[src/rtl/mem_port_arbiter.sv]
// Arbiter sharing one single-port word-addressed memory between instruction fetch and data access.
// Holds the granted request until ram_ack, produces stalls, honours fetch KILL and aborts hung accesses.
module mem_port_arbiter #(
  parameter int AW         = 32,
  parameter int TIMEOUT    = 16,
  parameter int STARVE_MAX = 4
) (
  input  logic          clk,
  input  logic          reset,
  input  logic          if_req,
  input  logic [AW-1:0] if_addr,
  input  logic          if_kill,
  output logic [31:0]   if_rdata,
  output logic          if_ready,
  output logic          if_stall,
  input  logic          mem_rd,
  input  logic          mem_wr,
  input  logic [AW-1:0] mem_addr,
  input  logic [31:0]   mem_wdata,
  output logic [31:0]   mem_rdata,
  output logic          mem_ready,
  output logic          mem_stall,
  output logic          ram_req,
  output logic          ram_we,
  output logic [AW-1:0] ram_addr,
  output logic [31:0]   ram_wdata,
  input  logic [31:0]   ram_rdata,
  input  logic          ram_ack,
  output logic          err
);

  localparam logic [1:0] IDLE     = 2'd0;
  localparam logic [1:0] BUSY_IF  = 2'd1;
  localparam logic [1:0] BUSY_MEM = 2'd2;

  localparam int TW = (TIMEOUT > 1) ? $clog2(TIMEOUT) : 1;
  localparam int SW = (STARVE_MAX > 0) ? $clog2(STARVE_MAX + 1) : 1;
  localparam logic [TW-1:0] TLAST = TW'((TIMEOUT > 0) ? TIMEOUT - 1 : 0);
  localparam logic [SW-1:0] SMAX  = SW'(STARVE_MAX);

  logic [1:0]    state_reg, state_next;
  logic          ram_req_reg, ram_req_next;
  logic          ram_we_reg, ram_we_next;
  logic [AW-1:0] ram_addr_reg, ram_addr_next;
  logic [31:0]   ram_wdata_reg, ram_wdata_next;
  logic          err_reg, err_next;
  logic [SW-1:0] starve_reg, starve_next;
  logic [TW-1:0] tcnt_reg, tcnt_next;
  logic          kill_pend_reg, kill_pend_next;

  logic mem_any, if_ok, grant_if, grant_mem, timeout_hit;

  assign mem_any     = mem_rd | mem_wr;
  assign if_ok       = if_req & ~if_kill;
  // A starved fetch overrides MEM priority, but a killed fetch is never granted.
  assign grant_if    = if_ok & (~mem_any | (starve_reg == SMAX));
  assign grant_mem   = mem_any & ~grant_if;
  assign timeout_hit = (TIMEOUT > 0) && (tcnt_reg == TLAST);

  always_comb begin
    state_next     = state_reg;
    ram_req_next   = ram_req_reg;
    ram_we_next    = ram_we_reg;
    ram_addr_next  = ram_addr_reg;
    ram_wdata_next = ram_wdata_reg;
    err_next       = 1'b0;
    starve_next    = starve_reg;
    tcnt_next      = tcnt_reg;
    kill_pend_next = kill_pend_reg;
    case (state_reg)
      IDLE: begin
        if (grant_if) begin
          state_next    = BUSY_IF;
          ram_req_next  = 1'b1;
          ram_we_next   = 1'b0;
          ram_addr_next = if_addr;
          tcnt_next     = '0;
          starve_next   = '0;
        end else if (grant_mem) begin
          state_next     = BUSY_MEM;
          ram_req_next   = 1'b1;
          ram_we_next    = mem_wr;
          ram_addr_next  = mem_addr;
          ram_wdata_next = mem_wdata;
          tcnt_next      = '0;
          if (if_req && (starve_reg != SMAX))
            starve_next = starve_reg + 1'b1;
        end
      end
      BUSY_IF, BUSY_MEM: begin
        if (ram_ack || timeout_hit) begin
          state_next     = IDLE;
          ram_req_next   = 1'b0;
          ram_we_next    = 1'b0;
          tcnt_next      = '0;
          kill_pend_next = 1'b0;
          err_next       = ~ram_ack;
        end else begin
          tcnt_next = tcnt_reg + 1'b1;
          if ((state_reg == BUSY_IF) && if_kill)
            kill_pend_next = 1'b1;
        end
      end
      default: state_next = IDLE;
    endcase
  end

  always_ff @(posedge clk or negedge reset) begin
    if (!reset) begin
      state_reg     <= IDLE;
      ram_req_reg   <= 1'b0;
      ram_we_reg    <= 1'b0;
      ram_addr_reg  <= '0;
      ram_wdata_reg <= '0;
      err_reg       <= 1'b0;
      starve_reg    <= '0;
      tcnt_reg      <= '0;
      kill_pend_reg <= 1'b0;
    end else begin
      state_reg     <= state_next;
      ram_req_reg   <= ram_req_next;
      ram_we_reg    <= ram_we_next;
      ram_addr_reg  <= ram_addr_next;
      ram_wdata_reg <= ram_wdata_next;
      err_reg       <= err_next;
      starve_reg    <= starve_next;
      tcnt_reg      <= tcnt_next;
      kill_pend_reg <= kill_pend_next;
    end
  end

  // Kill on the ack cycle itself suppresses the fetch just like an earlier one.
  assign if_ready  = (state_reg == BUSY_IF) & ram_ack & ~kill_pend_reg & ~if_kill;
  assign mem_ready = (state_reg == BUSY_MEM) & ram_ack;
  assign if_rdata  = if_ready ? ram_rdata : 32'd0;
  assign mem_rdata = mem_ready ? ram_rdata : 32'd0;
  assign if_stall  = if_req & ~if_ready;
  assign mem_stall = mem_any & ~mem_ready;

  assign ram_req   = ram_req_reg;
  assign ram_we    = ram_we_reg;
  assign ram_addr  = ram_addr_reg;
  assign ram_wdata = ram_wdata_reg;
  assign err       = err_reg;

endmodule

[config.mk]
export PLATFORM = sky130hd
export DESIGN_NAME = mem_port_arbiter
export DESIGN_NICKNAME = d
export VERILOG_FILES = /design/src/rtl/mem_port_arbiter.sv
export SDC_FILE = /design/constraint.sdc
export NUM_CORES = 1
export LEC_CHECK = 0
export ABC_AREA = 1
export CAP_MARGIN = 0
export CORE_UTILIZATION = 25
export CTS_CLUSTER_SIZE = 14
export DETAILED_ROUTE_END_ITERATION = 16
export GPL_ROUTABILITY_DRIVEN = 0
export PLACE_DENSITY = 0.69
export SETUP_SLACK_MARGIN = 0.4
export SYNTH_ARGS = -nofsm -noshare
export SYNTH_HDL_FRONTEND = slang
export SYNTH_SLANG_ARGS = --single-unit
[constraint.sdc]
create_clock -name clk -period 2 [get_ports clk]
set_input_delay 0.3 -clock clk [delete_from_list [all_inputs] [get_ports clk]]
set_output_delay 0.3 -clock clk [all_outputs]
set_load 0.05 [all_outputs]
[Yosys cells after proc, flatten, opt, wreduce, memory -nomap -nowiden]
Cells that the tools add are included.
Widths: inputs -> output; s select.
Storage, ports and cells
  memory bits (writable): 0
  memory bits (read-only): 0
  bits of input ports: 135
  output and inout bits: 135
  latch bits: 0
  memories kept: 0
  register bits after elaboration: 77
Cells by class
  shift-type cells: 0
  reductions and logical operators: 16
  add/sub/neg operators: 2
  magnitude comparators: 0
  equal/unequal tests: 7
  muxes and demuxes: 26
  bitwise logic cells: 18
  divide/modulo/power cells: 0
  multipliers: 0
Operators by type and width (count)
  $mux 32: 4
  $mux 4: 3
  $and 1x1->1: 9
  $mux 1: 9
  $mux 3: 3
  $reduce_and 3->1: 3
  $pmux 4 s2: 1
  $reduce_and 2->1: 4
  $reduce_bool 2->1: 4
  $not 1->1: 7
  $mux 2: 3
  $ne 3x3->1 const B: 2
  $add 4x1->4 const B: 1
  $eq 4x4->1 const B: 1
  $pmux 1 s2: 2
  $pmux 2 s2: 1
  $add 3x1->3 const B: 1
  $eq 3x3->1 const B: 1
  $eq 2x1->1 const B: 1
  $eq 2x2->1 const B: 1
  $logic_and 1x1->1: 2
  $logic_not 2->1: 1
  $ne 2x2->1 const B: 1
  $or 1x1->1: 2
  other kinds (2): 2

[Logic depth before layout (Yosys ltp)]
Gate-level depths: netlist of run 1.
  depth in word-level cells: 9
  mapped depth: 11
  mapped depth without buffers: 9

[Worst setup path before layout of run 1]
Ideal clock, no wire load.
  path kind: reg-to-output
  from: register state_reg[1]
  to: output if_rdata[10]
  data required time: 1700 ps
  cell stages (with the launch flop): 8
  data arrival time: 3010 ps
  setup slack: -1310 ps
  cells stage by stage: dfrtp_1 -> inv_1 -> ha_1 -> nand2_1 -> nor3_1 -> inv_1 -> buf_6 -> nor2_1
Between the ends
  word-level cells in the longest chain between the ends: 5
RTL lines
  start: declaration: line 41  | logic [1:0] state_reg, state_next;
  start signal: assignment: line 120  | state_reg <= state_next;
  $eq 2x1->1: line 133  | assign if_ready = (state_reg == BUSY_IF) & ram_ack & ~kill_pend_reg & ~if_kill;
  $and 1x1->1 (3 in a row): line 133
  net if_ready: line 14  | output logic if_ready,
  $mux 32: line 135  | assign if_rdata = if_ready ? ram_rdata : 32'd0;
  end: declaration: line 13  | output logic [31:0] if_rdata,
The timed path passes the listed nets, and every way through them passes these cells.

[Final worst setup path of run 1]
  from: register state_reg[0]
  to: output mem_rdata[24]
Between the ends
  word-level cells in the longest chain between the ends: 3
RTL lines
  $eq 2x2->1: line 134  | assign mem_ready = (state_reg == BUSY_MEM) & ram_ack;
  $and 1x1->1: line 134
  $mux 32: line 136  | assign mem_rdata = mem_ready ? ram_rdata : 32'd0;
  end: declaration: line 20  | output logic [31:0] mem_rdata,
No other way between the ends.

==> results of run 1 <==
critical path: stages, from the launching register on:
cell,delay [ns]
dfrtp_1,0.41
buf_4,0.15
buf_6,0.11
inv_6,0.05
ha_4,0.19
nand2_8,0.11
clkbuf_16,0.18
nor2_4,0.11
buf_12,0.14
stage by stage:
stage	TNS (ns)	area (sq um)	instances	power [mW]	util, %
after global routing	-8.92	9270	1100	12.9	58.1
after global placement	0	8290	1051	9.83	52.0
after floorplan	-5.16	4590	574	7.05	-
after CTS	-0.666	8790	1079	11.4	55.2
final	-4.21	9270	1100	12.2	58.1
after detailed placement	0	8290	1051	9.90	52.0
synthesized netlist by cell type, drive strengths merged:
| cell | n | share of area [%] |
|---|---|---|
| o21ai | 40 | 5.2 |
| nand2 | 221 | 20 |
| clkbuf | 7 | 0.67 |
| inv | 78 | 7.2 |
| a31oi | 1 | 0.15 |
| nand3 | 45 | 5.8 |
| nor2 | 68 | 6.2 |
| dfrtp | 77 | 47 |
| a21oi | 1 | 0.12 |
| ha | 6 | 1.8 |
| or2 | 1 | 0.15 |
| xnor2 | 1 | 0.21 |
| nor3 | 2 | 0.24 |
| buf | 23 | 4.1 |
| xor2 | 2 | 0.43 |
| nand4 | 1 | 0.15 |
cell type report:
cell class              count  share of cell area (%)
flip-flops and latches     77                    20.8
clock buffers              11                    2.62
inverters                  78                    3.43
well taps                 216                    2.92
multi-input cells         391                    25.2
repair buffers            322                    44.4
clock inverters             5                   0.621
logic make-up (layout without fill, tap and decap cells):
kind of cell,Yosys count,after routing,synth area share (%)
compound gates,42,42,5.45
xor+xnor,3,3,0.643
fa+ha+maj,6,6,1.84
buf+inv,108,416,12.0
flops,77,77,47.1
simple gates,338,340,33.0
worst paths after layout:
path / start / endpoint / slack [ns]
worst max-delay path: state_reg[0] / mem_rdata[24] / -0.10
max in group asynchronous: reset / starve_reg[2] / 0.95
min in group clk: ram_addr[18] / ram_addr[18] / 0.47
worst max register to register: state_reg[0] / ram_wdata[1] / 0.12
worst min-delay path: reset / ram_wdata[9] / 0.46
worst min register to register: ram_addr[18] / ram_addr[18] / 0.47
power by group through the flow:
stage,logic [mW],registers (mW),clock network [mW]
after detailed placement,7.23,2.67,0
final,7.92,2.64,1.68
after floorplan,2.11,4.94,0
after global routing,8.38,2.74,1.79
after CTS,7.07,2.64,1.72
after global placement,7.16,2.66,0
repair_timing:
item | CTS | global route
buffers inserted | 7 | 7
hold buffers | 1 | 0
cloned | 4 | 14
setup endpoints to repair | 171 | 123
pin swaps | 3 | 5
gates resized for setup | 98 | 52
hold endpoints to repair | 33 | 0
metal layers:
metal	wire length (um)	track usage (%)	vias to the layer above
met5	0	0	-
met4	143	4.79	0
met3	1540	5.99	12
met2	8290	32.2	201
met1	6190	20.3	2174
li1	-	-	2354
==> metrics, run 1 <==
IO Pins 270; Core ar. 15900 sq um; vias post-DR 4741; Switching Share 49.9%; Period minus WS final 2.10 ns; setup slack at placement 0.000818 ns; router iterations before antenna repair 4; Initial DRC Count 226; Detailed Place HPWL 11300 um; vias in the first global route 4501; first-pass GRT wire length 23200 um; Post-Route Skew 0.00505 ns; Slew Limit Headroom 63.0%; Worst Hold Margin 0.456 ns; CTS tree built; Final Cycle Share 105%; CP startpoint kind flop; worst min-delay path category primary input to asynchronous set/reset pin; most frequent cells in the layout 211 x nand2_1, 133 x clkdlybuf4s50_1, 79 x buf_12; Rows 46; Leak 4.48 nW; worst reg-to-reg path cell count 10; die area 16900 sq um; Peak VDD IR 0.00103 V; Root Driver clkbuf_16; capturing element type of the critical path output port; port bufs 269; initial antenna violation count 0; Syn-to-layout area delta 127%; post-synth cell types 24; P_sw 6.10 mW; DRC Markers 0; Synth Cell Area 4090 sq um; GRT Total Usage 17.9%; Setup-failing EPs final 65; share of cells above drive strength 1 26.2%; syn_area_per_cell 7.13 sq um; post-synthesis sequential area ratio 47.1%; chip width 130 um; unrepaired setup endpoints after global routing true; f_max 476 MHz; Fin. Hold Viols 0; Synth Instances 574; register area 1930 sq um; CP Class flop to output port; worst skew pair latency 0.34 ns; CTS Buf Count 9; pwr/cell area 1320 nW/um^2; critical path peak fanout 5; commonest non-fill, non-tap cell in the layout nand2_1; largest net degree at the start of global routing 45; # fillers 1345; gr ovfl total 0; Final WS setup -0.102 ns; Post-Route WL 16200 um; DR WL/cell 14.7 um; max_cap viols 0; die height 130 um; Clock transition at path regs 0.06 ns; Max Slew Vio Count 0; Inserted Diodes 0; outcome complete, but fails checks; Gate power share 64.7%; Via density 4.31; initial core utilization 25.7%; Pint 6.14 mW; Clock power frac 13.7%; Syn. warnings 0; Slew @ Worst Pin 0.557 ns; flops & latches, synth 77; Bufs on Longest Clock Path 2; final net count 1020; Multi-input gate area 2340 sq um; clock sink count 77; CP Data Required Time 1.70 ns; Seq pwr share 21.6%; htree depth 3; Net Count, Synth 715; Final ANT Viol Nets 0; failing checks setup timing; crit path DAT 1.80 ns
No activity file was read; power rests on OpenSTA's default activity.
==> run 2, diff against run 1 <==
--- a/config.mk
+++ b/config.mk
@@ -7,8 +7,9 @@
 export LEC_CHECK = 0
 export ABC_AREA = 1
 export CAP_MARGIN = 0
+export CORE_MARGIN = 8
 export CORE_UTILIZATION = 25
-export CTS_CLUSTER_SIZE = 14
+export CTS_CLUSTER_SIZE = 20
 export DETAILED_ROUTE_END_ITERATION = 16
 export GPL_ROUTABILITY_DRIVEN = 0
 export PLACE_DENSITY = 0.69
==> metrics, run 2 (synthesis gave the netlist of run 1 again) <==
outcome complete, but fails checks; failing checks setup timing; CP Class flop to output port; Post-Route Skew 0.00811 ns (+0.00306 ns); Placed Instance Area 8310 sq um (+0.30%); Worst path max stage delay 0.39 ns (-0.02 ns); Final Cycle Share 101% (-4.0 points); Bufs on Longest Clock Path 2 (unchanged); Peak VDD IR 0.000921 V (-11%); critical path's top delay family buffers and inverters; Fin. Hold Viols 0 (unchanged); CTS tree built; Syn-to-layout area delta 125%; Max Slew Vio Count 0 (unchanged); gr ovfl total 0 (unchanged); Root Driver clkbuf_16; max_cap viols 0 (unchanged); share of cells above drive strength 1 27.9% (+1.7 points); worst skew pair latency 0.34 ns (about the same); chip width 144 um (+11%); IO Pins 270 (unchanged); worst min-delay path category primary input to asynchronous set/reset pin; crit path DAT 1.72 ns (-0.08 ns); capturing element type of the critical path output port; die height 144 um (+11%); vias post-DR 4764 (+0.49%); Slew @ Worst Pin 0.556 ns (-0.00106 ns); Setup-failing EPs final 22 (-66%); vias in the first global route 4787 (+6.4%); post-route cell area 9220 sq um (-0.59%); clock sink count 77 (unchanged); CP startpoint kind flop; CP Data Required Time 1.70 ns (about the same); CTS Buf Count 9 (unchanged); Rows 46 (unchanged); Via density 4.34 (+0.76%); htree depth 3 (unchanged); f_max 494 MHz (+3.9%); Final WS setup -0.0226 ns (+0.0796 ns); router iterations before antenna repair 4 (unchanged); Final ANT Viol Nets 0 (unchanged); die area 20700 sq um (+23%); Setup TNS -0.229 ns (+3.98 ns); Initial DRC Count 150 (-34%); Slew Limit Headroom 63.1% (+0.073 points); port bufs 269 (unchanged); pwr/cell area 1320 nW/um^2 (about the same); Post-Route WL 18400 um (+14%); commonest non-fill, non-tap cell in the layout nand2_1; slowest CP cell dfrtp_1; Period minus WS final 2.02 ns (-0.0796 ns); DRC Markers 0 (unchanged); initial core utilization 25.7% (unchanged); Core ar. 15900 sq um (unchanged); Leak 4.43 nW (-0.96%); Inserted Diodes 0 (unchanged); CP Cell Sequence inv_2 > ha_4 > nand2_2 > nor3_4 > inv_4 > buf_4 > nor2_4 > buf_12; most frequent cells in the layout 198 x nand2_1, 133 x clkdlybuf4s50_1, 79 x buf_12; setup slack at placement 0.0129 ns (+0.0121 ns); first-pass GRT wire length 26300 um (+14%); unrepaired setup endpoints after global routing true; final net count 1017 (-0.29%); critical path peak fanout 5 (unchanged); largest net degree at the start of global routing 40 (-11%); DR WL/cell 16.8 um (+14%); worst path bufs/invs 4 (-1); Clock transition at path regs 0.06 ns (about the same); initial antenna violation count 1 (+1); GRT Total Usage 16.5% (-1.5 points); Detailed Place HPWL 13400 um (+18%)
run 2: cell count changes in the layout (fill, tap and decap cells not counted), moves of 3 or more:
cell           delta
dlygate4sd2_1     -3
o21ai_0           -3
o21ai_1           +4
nand2_4           +4
buf_4             +4
nand2_1          -13
nand2_2          +10
run 2: path summary, 6_finish.rpt:
kind	end	startpoint	cells after the start	slack [ns]
worst max-delay path	if_rdata[18]	state_reg[1]	8	-0.02
worst max register to register	ram_we	state_reg[0]	10	0.30
worst min-delay path	ram_wdata[14]	reset	2	0.37
min in group clk	ram_addr[23]	ram_addr[23]	2	0.47
worst min register to register	ram_addr[23]	ram_addr[23]	2	0.47
max in group asynchronous	ram_addr[27]	reset	3	1.05
run 2: worst register-to-register path: stages (launching register included):
cell	delay, ns
dfrtp_2	0.42
buf_4	0.14
inv_4	0.04
buf_4	0.13
ha_4	0.29
inv_2	0.06
or2_4	0.26
nand2_2	0.08
nand2_1	0.07
nand2_1	0.07
nand2_1	0.05
run 2: timing repair:
action                                 in CTS  in global routing
endpoints found under the hold margin      15                  0
pin swaps                                   4                 30
cloned                                      2                 11
buffers inserted                            7                  7
hold buffers                                1                  0
gates resized for setup                    95                 66
setup endpoints to repair                 146                104
run 2: final cells by class:
class                           instances  area (sq um)
Clock buffer                           11           233
Clock inverter                          5          82.6
Timing Repair Buffer                  320          4040
Multi-Input combinational cell        390          2360
Inverter                               78           305
Fill cell                            1407          6730
Tap cell                              216           270
Sequential cell                        77          1930
run 2: layer usage:
layer / track usage [%] / share of wire, % / vias to the layer above
met4: 4.65 / 1.5 / 2
li1: - / - / 2338
met1: 18.5 / 39 / 2207
met5: 0 / 0.071 / -
met2: 28.3 / 50 / 197
met3: 6.47 / 9.1 / 20
run 2: power by group:
group,internal [mW],leakage [nW],switching (mW),total [mW]
clock,1.10,0.154,0.663,1.76
sequential,2.27,0.954,0.386,2.66
combinational,2.72,3.33,5.04,7.75
total,6.09,4.43,6.09,12.2
run 2: metrics by stage:
step / util [%] / hold slack (ns) / instances / total power, mW
finish: 57.8 / 0.368 / 1097 / 12.2
global route: 57.8 / 0.379 / 1097 / 12.9
CTS: 55.1 / 0.357 / 1079 / 11.6
detailed placement: 52.2 / 0.185 / 1053 / 10.0
global placement: 52.2 / 0.182 / 1053 / 9.92
floorplan: - / 0.00441 / 574 / 7.05
